--- src/rtl/word_row_cache_pkg.sv ---
// word_row_cache_pkg: shared widths and FSM state encoding for the row cache
package word_row_cache_pkg;
  localparam int ROWINDEXBITS = 4;
  localparam int COLINDEXBITS = 2;
  localparam int LETTERBITS = 8;
  localparam int ROWWIDTH = (1 << COLINDEXBITS) * LETTERBITS;
  typedef enum logic [1:0] {
    IDLE    = 2'd0,
    FETCH   = 2'd1,
    RESPOND = 2'd2
  } state_t;
endpackage

--- src/rtl/word_row_cache_if.sv ---
// word_row_cache_if: request, memory fetch and response signals of the row cache
interface word_row_cache_if;
  import word_row_cache_pkg::*;
  logic inValid;
  logic inReady;
  logic [ROWINDEXBITS-1:0] wordIndex;
  logic [COLINDEXBITS-1:0] letterIndex;
  logic invalidate;
  logic memReq;
  logic [ROWINDEXBITS-1:0] memRowAddr;
  logic memAck;
  logic [ROWWIDTH-1:0] memRowData;
  logic outValid;
  logic outReady;
  logic [LETTERBITS-1:0] outLetter;
  logic [ROWINDEXBITS-1:0] outWordIndex;
  logic [COLINDEXBITS-1:0] outLetterIndex;
  modport slave (
    input  inValid, wordIndex, letterIndex, invalidate, memAck, memRowData, outReady,
    output inReady, memReq, memRowAddr, outValid, outLetter, outWordIndex, outLetterIndex
  );
  modport master (
    output inValid, wordIndex, letterIndex, invalidate, memAck, memRowData, outReady,
    input  inReady, memReq, memRowAddr, outValid, outLetter, outWordIndex, outLetterIndex
  );
endinterface

--- src/rtl/word_row_cache_row_letter_select.sv ---
// row_letter_select: picks one letter slice out of a packed row
module row_letter_select
  import word_row_cache_pkg::*;
(
  input  logic [ROWWIDTH-1:0]     row,
  input  logic [COLINDEXBITS-1:0] letterIndex,
  output logic [LETTERBITS-1:0]   letter
);
  // letter j lives at bits [j*LETTERBITS +: LETTERBITS]
  always_comb letter = row[letterIndex*LETTERBITS +: LETTERBITS];
endmodule

--- src/rtl/word_row_cache.sv ---
// word_row_cache: single-row letter cache with req/ack row refill and saturating hit/miss counters
module word_row_cache
  import word_row_cache_pkg::*;
#(
  parameter int COUNTBITS = 16
) (
  input  logic                 clock,
  input  logic                 reset_n,
  word_row_cache_if.slave      bus,
  output logic [COUNTBITS-1:0] hitCount,
  output logic [COUNTBITS-1:0] missCount
);
  state_t state;
  logic cacheValid;
  logic invalSeen;
  logic [ROWINDEXBITS-1:0] cachedRow;
  logic [ROWWIDTH-1:0] rowBuf;
  logic [ROWINDEXBITS-1:0] reqWord;
  logic [COLINDEXBITS-1:0] reqLetter;
  logic hit;
  logic [ROWWIDTH-1:0] selRow;
  logic [COLINDEXBITS-1:0] selIdx;
  logic [LETTERBITS-1:0] selLetter;

  assign bus.inReady = state == IDLE;

  // hits read the held row with the live index; refills read the incoming row with the captured index
  always_comb begin
    hit = cacheValid && !bus.invalidate && bus.wordIndex == cachedRow;
    selRow = state == FETCH ? bus.memRowData : rowBuf;
    selIdx = state == FETCH ? reqLetter : bus.letterIndex;
  end

  row_letter_select u_sel (
    .row(selRow),
    .letterIndex(selIdx),
    .letter(selLetter)
  );

  // request FSM: accept, refill on miss, then hold the response until taken
  always_ff @(posedge clock or negedge reset_n) begin
    if (!reset_n) begin
      state <= IDLE;
      cacheValid <= 1'b0;
      invalSeen <= 1'b0;
      cachedRow <= '0;
      rowBuf <= '0;
      reqWord <= '0;
      reqLetter <= '0;
      bus.memReq <= 1'b0;
      bus.memRowAddr <= '0;
      bus.outValid <= 1'b0;
      bus.outLetter <= '0;
      bus.outWordIndex <= '0;
      bus.outLetterIndex <= '0;
      hitCount <= '0;
      missCount <= '0;
    end else begin
      if (bus.invalidate) cacheValid <= 1'b0;
      case (state)
        IDLE: if (bus.inValid) begin
          reqWord <= bus.wordIndex;
          reqLetter <= bus.letterIndex;
          if (hit) begin
            state <= RESPOND;
            bus.outValid <= 1'b1;
            bus.outLetter <= selLetter;
            bus.outWordIndex <= bus.wordIndex;
            bus.outLetterIndex <= bus.letterIndex;
            if (hitCount != '1) hitCount <= hitCount + 1'b1;
          end else begin
            state <= FETCH;
            bus.memReq <= 1'b1;
            bus.memRowAddr <= bus.wordIndex;
            invalSeen <= 1'b0;
            if (missCount != '1) missCount <= missCount + 1'b1;
          end
        end
        FETCH: begin
          invalSeen <= invalSeen | bus.invalidate;
          if (bus.memAck) begin
            rowBuf <= bus.memRowData;
            cachedRow <= bus.memRowAddr;
            cacheValid <= !(invalSeen || bus.invalidate);
            bus.memReq <= 1'b0;
            state <= RESPOND;
            bus.outValid <= 1'b1;
            bus.outLetter <= selLetter;
            bus.outWordIndex <= reqWord;
            bus.outLetterIndex <= reqLetter;
          end
        end
        RESPOND: if (bus.outReady) begin
          state <= IDLE;
          bus.outValid <= 1'b0;
        end
        default: state <= IDLE;
      endcase
    end
  end
endmodule

--- src/flat_wrapper.sv ---
// flat-port wrapper written by rule: the top's interface ports become plain ports
module word_row_cache_flat import word_row_cache_pkg::*;
#(
  parameter int COUNTBITS = 16
)
  (clock, reset_n, hitCount, missCount, bus_inValid, bus_wordIndex, bus_letterIndex, bus_invalidate, bus_memAck, bus_memRowData, bus_outReady, bus_inReady, bus_memReq, bus_memRowAddr, bus_outValid, bus_outLetter, bus_outWordIndex, bus_outLetterIndex);
  word_row_cache_if bus_i ();
  input  logic clock;
  input  logic reset_n;
  output logic [COUNTBITS-1:0] hitCount;
  output logic [COUNTBITS-1:0] missCount;
  input wire logic [$bits(bus_i.inValid)-1:0] bus_inValid;
  input wire logic [$bits(bus_i.wordIndex)-1:0] bus_wordIndex;
  input wire logic [$bits(bus_i.letterIndex)-1:0] bus_letterIndex;
  input wire logic [$bits(bus_i.invalidate)-1:0] bus_invalidate;
  input wire logic [$bits(bus_i.memAck)-1:0] bus_memAck;
  input wire logic [$bits(bus_i.memRowData)-1:0] bus_memRowData;
  input wire logic [$bits(bus_i.outReady)-1:0] bus_outReady;
  output wire logic [$bits(bus_i.inReady)-1:0] bus_inReady;
  output wire logic [$bits(bus_i.memReq)-1:0] bus_memReq;
  output wire logic [$bits(bus_i.memRowAddr)-1:0] bus_memRowAddr;
  output wire logic [$bits(bus_i.outValid)-1:0] bus_outValid;
  output wire logic [$bits(bus_i.outLetter)-1:0] bus_outLetter;
  output wire logic [$bits(bus_i.outWordIndex)-1:0] bus_outWordIndex;
  output wire logic [$bits(bus_i.outLetterIndex)-1:0] bus_outLetterIndex;
  assign bus_i.inValid = bus_inValid;
  assign bus_i.wordIndex = bus_wordIndex;
  assign bus_i.letterIndex = bus_letterIndex;
  assign bus_i.invalidate = bus_invalidate;
  assign bus_i.memAck = bus_memAck;
  assign bus_i.memRowData = bus_memRowData;
  assign bus_i.outReady = bus_outReady;
  assign bus_inReady = bus_i.inReady;
  assign bus_memReq = bus_i.memReq;
  assign bus_memRowAddr = bus_i.memRowAddr;
  assign bus_outValid = bus_i.outValid;
  assign bus_outLetter = bus_i.outLetter;
  assign bus_outWordIndex = bus_i.outWordIndex;
  assign bus_outLetterIndex = bus_i.outLetterIndex;
  word_row_cache #(.COUNTBITS(COUNTBITS)) u_core (.clock(clock), .reset_n(reset_n), .bus(bus_i), .hitCount(hitCount), .missCount(missCount));
endmodule
--- config.mk ---
export PLATFORM = sky130hd
export DESIGN_NAME = word_row_cache_flat
export DESIGN_NICKNAME = d
export VERILOG_FILES = /design/src/rtl/word_row_cache_pkg.sv /design/src/rtl/word_row_cache_if.sv /design/src/rtl/word_row_cache_row_letter_select.sv /design/src/rtl/word_row_cache.sv /design/src/flat_wrapper.sv
export SDC_FILE = /design/constraint.sdc
export NUM_CORES = 1
export LEC_CHECK = 0
export ABC_AREA = 1
export CAP_MARGIN = 15
export CORE_ASPECT_RATIO = 0.9
export CORE_MARGIN = 2
export CORE_UTILIZATION = 45
export DETAILED_ROUTE_END_ITERATION = 8
export PLACE_DENSITY = 0.76
export RECOVER_POWER = 50
export SETUP_SLACK_MARGIN = 0.05
export SYNTH_ARGS = -nofsm -noshare
export SYNTH_HDL_FRONTEND = slang
export SYNTH_SLANG_ARGS = --single-unit
--- constraint.sdc ---
create_clock -name clock -period 2.05 [get_ports clock]
set_clock_uncertainty 0.15 [all_clocks]
set_input_delay 0.3075 -clock clock [delete_from_list [all_inputs] [get_ports clock]]
set_output_delay 0.3075 -clock clock [all_outputs]
set_load 0.02 [all_outputs]
== Yosys cells after proc, flatten, opt, wreduce, memory -nomap -nowiden ==
Index checks and enable logic that the tools add are counted.
Storage, ports and cells
  flip-flop bits (word level): 98
  input bits: 44
  output and inout port bits: 53
  logic and storage cells: 82
Operators by class
  add/sub/neg operators: 2
  eq/ne operators: 10
  shift operators: 1
  mux-type cells: 34
  bitwise logic cells: 2
  reduce and logical (&&, ||, !) cells: 18
Operators with widths (number)
  $add A16 B1 Y16 const B: 2
  $mux W32: 1
  $ne A16 B16 Y1 const B: 2
  $shiftx A32 B6 Y8: 1
  $mux W8: 3
  $mux W2: 8
  $pmux W8 S2: 1
  $reduce_and A4 Y1: 4
  $mux W1: 12
  $mux W4: 3
  $reduce_and A3 Y1: 3
  $ne A2 B2 Y1 const B: 4
  $pmux W4 S2: 1
  $pmux W2 S3: 1
  $reduce_and A5 Y1: 1
  $eq A4 B4 Y1: 1
  $pmux W1 S2: 2
  $pmux W2 S2: 1
  $reduce_and A2 Y1: 2
  $pmux W1 S3: 1
  $reduce_bool A3 Y1: 1
  $eq A2 B1 Y1 const B: 1
  $eq A2 B2 Y1 const B: 1
  $logic_and A1 B1 Y1: 2
  7 further kinds: 8

== Depth between registers and ports, before layout ==
  word-level depth: 6
  gate-level depth with buffers: 12
  gate-level depth less buffers: 10

== Hierarchy ==
Synthesis repeated with hierarchy kept, for this count alone.
Unflattened totals
  cell total of the unflattened synthesis: 743
  area total of the unflattened synthesis: 5452.7 sq um
By module, submodules not included
  word_row_cache: instances 1, cells each 649, area each 5057.4 sq um, sequential area each 2452.4 sq um
  row_letter_select: instances 1, cells each 94, area each 395.4 sq um, sequential area each 0.0 sq um

== Worst setup path after synthesis ==
Ideal clock, no wire load.
  kind: reg-to-reg
  start: register u_core.missCount[0]
  end: register u_core.missCount[6]
  library setup time: 0.118 ns
  arrival: 1.645 ns
  required time: 1.782 ns
  path slack: 0.137 ns
  stages on the path, launching flop included: 10
  path buffers: 1
  clock period less this slack: 1.913 ns
  path through: dfrtp_1 > ha_1 > nand2_1 > nor2_1 > nand2_1 > o21ai_0 > nor2_2 > buf_2 > nand2_1 > nand2_1
Between the ends
  word-level cells in the longest chain between the ends: 2
  elaborated cells on any way between the ends: 3
  those cells by class: 1 x add/sub; 1 x eq/ne; 1 x reduce/logical
Ends and longest elaborated chain
  start: declaration: RTL line word_row_cache.sv:11  | output logic [COUNTBITS-1:0] missCount
  start signal: assignment: RTL line word_row_cache.sv:76  | if (missCount != '1) missCount <= missCount + 1'b1;
  branches (longest 2 deep; another with $add A16 B1 Y16)
Parallel ways; which one is timed is not known.
A chain may end at the register's enable or synchronous reset.

== Worst setup path after layout ==
  start: register u_core.missCount[4]
  end: output port missCount[4]
RTL lines
  end: declaration: RTL line flat_wrapper.sv:11  | output logic [COUNTBITS-1:0] missCount;
No word-level cell between the ends.

==> impl_metrics.tcl <==
set metrics [dict create \
    status "complete, no violations" \
    synth_area_um2 5340 \
    hold_path.class "register to register" \
    path_cells "clkdlybuf4s50_1" \
    min_to "u_core.bus.outLetterIndex[0]" \
    worst_slew_pin_slew_ns 0.837 \
    viasPerCell 5.15 \
    std_cell_rows 37 \
    nNetsFinal 856 \
    vias 4991 \
    rsz0062_at_grt "no" \
    finalSetupViolCount 0 \
    multiInputGateArea_um2 2650 \
    cts_root_buffer "clkbuf_16" \
    areaGrowthSynthToFinish_pct 29.7 \
    synth_compound_gate_area_share_pct 3.02 \
    gp_congestion 0.899 \
    clkTransAtPathRegs_ns 0.07 \
    critPathMaxFanout 5 \
    start_util_pct 46.5 \
    cts.sinks 98 \
    maxSlewViolCount 0 \
    io_pins 97 \
    post_drt_wl_per_cell_um 14.1 \
    cts_made_buffers 9 \
    cpPeakStageDelay_ns 0.65 \
    hpwl_um 9820 \
    min_period_over_period_pct 93.7 \
    r2r-end "u_core.bus.outLetter[5]" \
    drive_gt1_share_pct 11.5 \
    avgSynthCellArea_um2 7.65 \
    synth_top_family_by_area "simple AND/OR/NAND/NOR gates" \
    synthMuxAreaShare_pct 6.75 \
    ys_types 30 \
    drt_iter0_drc 352 \
    htree_levels 3 \
    vdd_drop_max_v 0.000696 \
    grt_usage_pct 22.5 \
    cts.path.max_buffers 2 \
    grt_max_degree 43 \
    cp_top_family "buffers and inverters" \
    ant_nets 0 \
    worstPathArrival_ns 1.46 \
    drc 0 \
    die_h_um 107 \
    cts_tree "built" \
    gr-total-overflow 0 \
    fill_cells 1033 \
    io_buffers 96 \
    grt_pass1_vias 4783 \
    synth-simple-area-share_pct 34.6 \
    endpoint_kind "output pin" \
    clkLatencyLatePin_ns 0.35 \
    crit_type "register to output pin" \
    power_density_nw_per_um2 1260 \
    seqCellArea_um2 2460 \
    synth_xor_area_share_pct 4.27 \
    antenna_found_initial 0 \
    worst-path-buf-inv 1 \
    synth_nets 744 \
    p_leak_nw 3.36 \
    start_kind "register" \
    yosysWarnings 0 \
    cap_viol_max_count 0 \
    required_ns 1.59 \
    period_minus_slack_ns 1.92 \
    ff2ff_setup_slack_ns 0.22 \
    num_antenna_cells 0 \
    first_pass_iters 5 \
    routed_wl_um 13700 \
    slowest_stage "clkdlybuf4s50_1" \
    ys_ff_latch 98 \
    core_um2 11500 \
    finalPower_mw 8.75 \
    synth_cells 698 \
    max_clock_freq_mhz 521 \
    synthAdderAreaFrac_pct 0.469 \
    utilization_pct 60.3 \
    reg2regPathDepth 10 \
    hold_viol 0 \
    synth.yosys.seq_area_share_pct 45.9 \
    die_area_um2 12700 \
    fp.dieW_um 119 \
    grt_pass1_wl_um 22900 \
    r2r-start "u_core.state[1]" \
    min-delay-start "u_core.bus.outLetterIndex[0]" \
    holdPathStages 2 \
    slew_headroom_pct 44.2 \
]
[sequential cells by signal, indices dropped and copies added, names as in the netlist]
signal	count
u_core.reqWord	4
u_core.cacheValid	1
u_core.reqLetter	2
u_core.bus.outLetter	8
u_core.bus.memRowAddr	4
u_core.missCount	16
u_core.cachedRow	4
u_core.bus.outValid	1
u_core.rowBuf	32
u_core.state	2
u_core.hitCount	16
u_core.bus.outLetterIndex	2
u_core.bus.outWordIndex	4
u_core.invalSeen	1
u_core.bus.memReq	1
[stage by stage]
step	setup slack, ns	hold WS, ns	setup TNS, ns	area, um^2	instances
4_1_cts	0.121	0.304	0	6930	970
3_3_place_gp	-0.162	0.133	-3.19	6650	954
5_1_grt	0.0627	0.347	0	6920	970
3_5_place_dp	-0.249	0.134	-5.67	6650	954
6_report	0.129	0.323	0	6920	970
2_1_floorplan	0.137	-0.138	0	5340	698
[cell type report]
class / instances / area share (%)
timing repair buffer: 127 / 17.8
clock inverter: 3 / 0.380
clock buffer: 12 / 3.56
tap: 156 / 2.82
sequential: 98 / 35.5
inverter: 32 / 1.74
multi-input combinational: 542 / 38.3
[metal layers]
| layer | vias to the layer above | routed length, um | global-route usage [%] |
|---|---|---|---|
| li1 | 2430 | - | - |
| met1 | 2371 | 6290 | 30.2 |
| met2 | 166 | 6340 | 36.0 |
| met3 | 24 | 794 | 4.71 |
| met4 | 0 | 291 | 8.76 |
| met5 | - | 0 | 0 |
[cells in the final DEF (no fill, tap or decap), types with 3 or more instances in the layout]
cell type and instances:
a21oi_1 5, buf_12 3, buf_4 21, clkbuf_1 3
clkbuf_16 9, clkdlybuf4s50_1 93, clkinv_4 3, dfrtp_1 95
dfrtp_2 3, inv_1 30, mux2_2 32, nand2_1 329
nand2_4 3, nand3_1 63, nand4_1 4, nor2_1 35
nor2_2 3, nor3_1 4, o21ai_0 21, o21ai_1 3
xnor2_1 10, xor2_1 16
[cell families (layout without fill, tap and decap cells)]
kind of cell	Yosys count	in the layout
flops	98	98
fa+ha+maj	2	2
compound gates	31	31
xor+xnor	26	26
buf+inv	58	174
mux	32	32
simple gates	451	451
[synthesized netlist by cell type]
cell type	count	share of area (%)
nand3b_1	2	0.28
o21ai_1	2	0.19
nor3_2	1	0.19
inv_1	30	2.1
nand3_1	63	5.9
nand3_2	2	0.38
xor2_1	16	2.6
buf_6	3	0.63
nand4_1	4	0.47
buf_4	3	0.42
nor2_1	36	2.5
inv_2	2	0.14
nand2_2	3	0.35
nor2_4	1	0.21
o21a_1	1	0.14
a21oi_1	5	0.47
buf_2	12	1.1
o21ai_0	22	2.1
o21ai_2	1	0.16
buf_1	1	0.070
xnor2_1	10	1.6
nand2_1	329	23
or2_2	2	0.23
nor3b_1	1	0.14
mux2_2	32	6.8
dfrtp_1	98	46
nor3_1	4	0.38
clkbuf_1	7	0.49
nor2_2	3	0.35
ha_1	2	0.47
[worst max path at each step]
stage                     slack, ns                start  cells past startpoint                       to
after detailed placement      -0.25     bus_wordIndex[1]                      9      u_core.missCount[3]
after floorplan                0.14  u_core.missCount[0]                      9      u_core.missCount[6]
after global routing           0.06   u_core.hitCount[3]                      1              hitCount[3]
after CTS                      0.12      u_core.state[1]                     10  u_core.bus.outLetter[5]
final                          0.13  u_core.missCount[4]                      1             missCount[4]
after global placement        -0.16     bus_wordIndex[0]                      8     u_core.missCount[13]
[report_power, final]
| part | total [mW] | switching [mW] | leakage, nW | internal [mW] |
|---|---|---|---|---|
| Sequential | 3.06 | 0.444 | 1.24 | 2.62 |
| Combinational | 4.10 | 2.40 | 1.99 | 1.70 |
| Clock | 1.59 | 0.730 | 0.133 | 0.857 |
| Total | 8.75 | 3.57 | 3.36 | 5.18 |
[repair_timing]
| item | CTS | global route |
|---|---|---|
| endpoints found under the setup margin | 9 | 29 |
| hold buffers | 1 | 0 |
| pin swaps | 0 | 0 |
| buffers inserted | 0 | 0 |
| hold endpoints to repair | 28 | 0 |
| gates resized for setup | 3 | 10 |
(Power assumes the default switching activity.)
==> variant 1: new RTL, same settings <==
`COUNTBITS` is set to 16 in 2 places; all go to 32.
--- a/src/rtl/word_row_cache.sv
+++ b/src/rtl/word_row_cache.sv
@@ -3,5 +3,5 @@
   import word_row_cache_pkg::*;
 #(
-  parameter int COUNTBITS = 16
+  parameter int COUNTBITS = 32
 ) (
   input  logic                 clock,
--- a/src/flat_wrapper.sv
+++ b/src/flat_wrapper.sv
@@ -2,5 +2,5 @@
 module word_row_cache_flat import word_row_cache_pkg::*;
 #(
-  parameter int COUNTBITS = 16
+  parameter int COUNTBITS = 32
 )
   (clock, reset_n, hitCount, missCount, bus_inValid, bus_wordIndex, bus_letterIndex, bus_invalidate, bus_memAck, bus_memRowData, bus_outReady, bus_inReady, bus_memReq, bus_memRowAddr, bus_outValid, bus_outLetter, bus_outWordIndex, bus_outLetterIndex);
Ports: changed (resized hitCount and missCount); port bits go from 97 to 129. No check against the original RTL was run, so the function may have changed too.
==> variant 1 against the original RTL <==
Wire length increased by 54%. Area after synthesis is 45% higher. Power rose by 25%. Cell area is 44% higher. Fmax fell by 2.1%. Sequential cell count rose by 32. Setup slack got worse by 42 ps.
==> variant 1: results (changes against the original RTL) <==
[detailed_routing]
dr.pass1.iters=5  ; unchanged
vias=7530  ; +51%
dr.first_iter.drc_count=569  ; +62%
route.detailed.wl_per_inst_um=14.11  ; -0.27%

[worst_setup_path]
r2r-end=u_core.bus.memRowAddr[3]$_DFFE_PN0P_
crit_family=buffers and inverters
slowest_stage=clkdlybuf4s50_1
cp.arrival_ps=1510  ; +50 ps
regToRegSetupSlack_ps=170  ; -50 ps
rr_worst_depth=7  ; -3
startpoint=u_core.hitCount[9]$_DFFE_PN0P_
crit_fanout=5  ; unchanged
slowest_delay_ps=640
cp-endpoint=hitCount[9]
reg2reg_from=u_core.state[0]$_DFFE_PN0P_

[placement]
portBuffers=128  ; +33%
place_hpwl_um=15180  ; +55%
pre_cts_slack_ps=-101.5  ; +147.8 ps
place_congestion=0.9072  ; +0.93%

[clock_network]
cts_max_level=4  ; +1
post_cts_buffers=0  ; unchanged
cts_root_buf=clkbuf_16
cts_buffers=17  ; +8
hold_buffers=1  ; unchanged
clockBufferDepth=2  ; unchanged
clk_pin_slew_worst_paths_ps=60
cts_resized=18  ; +15
insertion_delay_ps=420  ; +70 ps

[power]
vdd.ir_drop.worst_v=0.0005983  ; -14%
power.leakage_nw=5.002  ; +49%

[logic_synthesis]
yosys_warnings=0  ; unchanged
async_reset_ff_share_pct=100.0  ; unchanged
ys.flop_type=dfrtp_1
ys_top_cells_by_area=dfrtp_1 42%, nand2_1 30%, nor2_1 5.5%, mux2_2 4.7%, nand3b_1 3.0%
ys_seq_area_share_pct=42.11  ; -3.8 points
syn_nets=1152  ; +55%
yosys-top-cells-count=609 x nand2_1, 130 x dfrtp_1, 114 x nor2_1
synth_cell_types=30  ; unchanged

[grt]
grt_pass1_wl_um=34220  ; +49%
grt_pass1_vias=6958  ; +45%
antenna_found_initial=0  ; unchanged
grt_util_all_layers_pct=23.70  ; +1.2 points
grt_max_degree=46  ; +7.0%

[final_layout]
layout.nets=1317  ; +54%
drive_gt1_share_pct=11.45  ; -0.099 points
n_antenna_cell=0  ; unchanged
reg_top3=u_core.hitCount: 32 flops, u_core.missCount: 32 flops, u_core.rowBuf: 32 flops

[timing]
slew_headroom_pct=15.83  ; -28 points
fmax_mhz=509.5  ; -2.1%

[min_path]
min_path_type=register to register
whs_path_depth=2  ; unchanged
hold_end=u_core.invalSeen$_DFFE_PN0P_
hold_start=u_core.invalSeen$_DFFE_PN0P_

[outcome]
status=finished, final reports clean

-- variant 1: changes by cell type after synthesis, moves of 4 or more --
cell	delta
nand2_1	+280
nand3_1	-19
o21ai_0	-4
xor2_1	+6
buf_6	+4
buf_4	+5
nor2_1	+78
nor3_1	-4
dfrtp_1	+32
nand3b_1	+29
inv_2	+4
-- variant 1: area by class of cell --
class / count / area [sq um]
fillers: 1511 / 6855
multi-input cells: 905 / 4133
flip-flops and latches: 130 / 3262
repair buffers: 177 / 1570
clock buffers: 20 / 466.7
well taps: 211 / 264.0
inverters: 40 / 152.6
clock inverters: 12 / 131.4
-- variant 1: kinds of logic after synthesis --
logic type | count (synthesis) | share of synthesized area, %
xor gates and xnor gates | 30 | 3.401
adders and majority gates | 2 | 0.3238
AOI/OAI and AO/OA | 24 | 1.603
DFF | 130 | 42.11
muxes | 32 | 4.664
and+or+nand+nor | 817 | 43.17
buffers and inverters | 71 | 4.729
-- variant 1: metrics by stage --
step           cell area [sq um]  hold slack (ps)  std cells
2_1_floorplan               7727           -138.1       1106
3_3_place_gp                9557            129.2       1460
3_5_place_dp                9557            126.0       1460
4_1_cts                    10140            259.7       1493
5_1_grt                     9980            331.4       1495
6_report                    9980            317.9       1495
-- variant 1: per-layer routing --
| layer | wire length [um] | share of wire [%] | global-route usage (%) |
|---|---|---|---|
| met5 | 0 | 0 | 0 |
| met4 | 443 | 2.1 | 8.529 |
| met3 | 1312 | 6.2 | 4.445 |
| met2 | 9463 | 45 | 36.29 |
| met1 | 9871 | 47 | 33.75 |
-- variant 1: power breakdown --
part / internal (mW) / switching, mW
logic: 1.77 / 2.53
clock network: 1.88 / 1.16
registers: 3.21 / 0.395
==> variant 2: new RTL, config.mk and constraints unchanged <==
Made on the original files. The 3 states of `state_t` get a one-hot encoding in 3 bits.
--- a/src/rtl/word_row_cache_pkg.sv
+++ b/src/rtl/word_row_cache_pkg.sv
@@ -5,8 +5,8 @@
   localparam int LETTERBITS = 8;
   localparam int ROWWIDTH = (1 << COLINDEXBITS) * LETTERBITS;
-  typedef enum logic [1:0] {
-    IDLE    = 2'd0,
-    FETCH   = 2'd1,
-    RESPOND = 2'd2
+  typedef enum logic [2:0] {
+    IDLE    = 3'b001,
+    FETCH   = 3'b010,
+    RESPOND = 3'b100
   } state_t;
 endpackage
Function: same outputs for any inputs over 4 cycles, from zero or initial values and one cycle with reset_n low; so few cycles prove little.
==> variant 2 against the original RTL <==
Critical path depth unchanged. Cell area is 3.1% higher. Power fell by 6.1%. Combinational power fell by 16%. Wire length shrank 0.99%. Setup slack worse by 13 ps. Global-route usage down 0.61 points. Area after synthesis rose by 2.8%. Sequential cell count is 1 higher.
==> variant 2: results (changes against the original RTL) <==
[outcome]
status=finished, final reports clean

[logic_synthesis]
ys_seq_area_share_pct=45.16  ; -0.79 points
syn_nets=810  ; +8.9%
yosys-top-cells-count=419 x nand2_1, 98 x dfrtp_1, 44 x nand3_1
ys_top_cells_by_area=dfrtp_1 45%, nand2_1 29%, nand3_1 4.0%, xor2_1 2.7%, nand4_1 2.6%
synth_cell_types=33  ; +10%
synthXorXnorAreaFrac_pct=4.149  ; -0.12 points
syn-instance-count=764  ; +9.5%
synth_compound_area_share_pct=2.941  ; -0.083 points
synth-adder-area-share_pct=0.4559  ; -0.013 points
muxShareOfSynthArea_pct=0.1824  ; -6.6 points

[grt]
grt_util_all_layers_pct=21.91  ; -0.61 points
grt_pass1_wl_um=23060  ; +0.54%
use_met1_pct=28.99  ; -1.2 points
use_met2_pct=36.16  ; +0.16 points
grt_use_met3_pct=4.289  ; -0.43 points
grt_max_degree=35  ; -19%
grt_pass1_vias=4899  ; +2.4%

[worst_setup_path]
cp-endpoint=hitCount[11]
cp.arrival_ps=1480  ; +20 ps
slowest_delay_ps=650  ; about the same
r2r-end=u_core.rowBuf[24]$_DFFE_PN0P_
crit_fanout=6  ; +1
regToRegSetupSlack_ps=170  ; -50 ps
startpoint=u_core.hitCount[11]$_DFFE_PN0P_
rr_worst_depth=8  ; -2
reg2reg_from=u_core.state[0]$_DFFE_PN1P_

[detailed_routing]
wl_met1_um=6309  ; +0.25%
dr.first_iter.drc_count=338  ; -4.0%
met2_length_um=6194  ; -2.4%
routed_wl_um=13590  ; -0.99%
dr.pass1.iters=5  ; unchanged
route.met3.wl_um=813  ; +2.4%
route.antenna.remaining_nets=0  ; unchanged
vias=5096  ; +2.1%

[placement]
place_hpwl_um=9539  ; -2.9%
placed_area_sq_um=6832  ; +2.8%
place_congestion=0.8709  ; -3.1%
pre_cts_slack_ps=-76.49  ; +172.8 ps

[power]
vdd.ir_drop.worst_v=0.0006373  ; -8.5%
power.leakage_nw=3.636  ; +8.0%
sw_frac_of_total_pct=39.39  ; -1.4 points

[timing]
slew_headroom_pct=36.08  ; -8.1 points
finalCritPeriodShare_pct=94.34  ; +0.64 points
fin_hold_ws_ps=319.3  ; -3.585 ps
hold_viol=0  ; unchanged

[min_path]
hold_end=u_core.invalSeen$_DFFE_PN0P_
hold_start=u_core.invalSeen$_DFFE_PN0P_

[final_layout]
layout.nets=923  ; +7.8%
fillers=1075  ; +4.1%
seq_area_sq_um=2479  ; +0.92%
stdcell_count=1042  ; +7.4%
drive_gt1_share_pct=9.070  ; -2.5 points

[clock_network]
cts_buffers=9  ; unchanged

==> variant 2: power by group through the flow <==
stage	sequential, mW	combinational, mW	clock [mW]
3_5_place_dp	3.00	3.49	0
3_3_place_gp	3.00	3.42	0
2_1_floorplan	3.16	2.05	0
4_1_cts	2.98	3.50	1.82
5_1_grt	3.06	3.89	1.89
6_report	2.98	3.45	1.78
==> variant 2: repair_timing <==
action / in CTS / in global routing
hold endpoints to repair: 32 / 0
gates cloned: 0 / 0
hold buffers: 1 / 0
resized for setup: 2 / 6
setup endpoints to repair: 1 / 26
==> variant 2: area by class of cell <==
cell class | instances | area share, %
multi-input cells | 597 | 37.59
repair buffers | 130 | 18.43
well taps | 160 | 2.806
flip-flops and latches | 99 | 34.74
clock inverters | 7 | 1.175
inverters | 40 | 2.104
clock buffers | 9 | 3.156
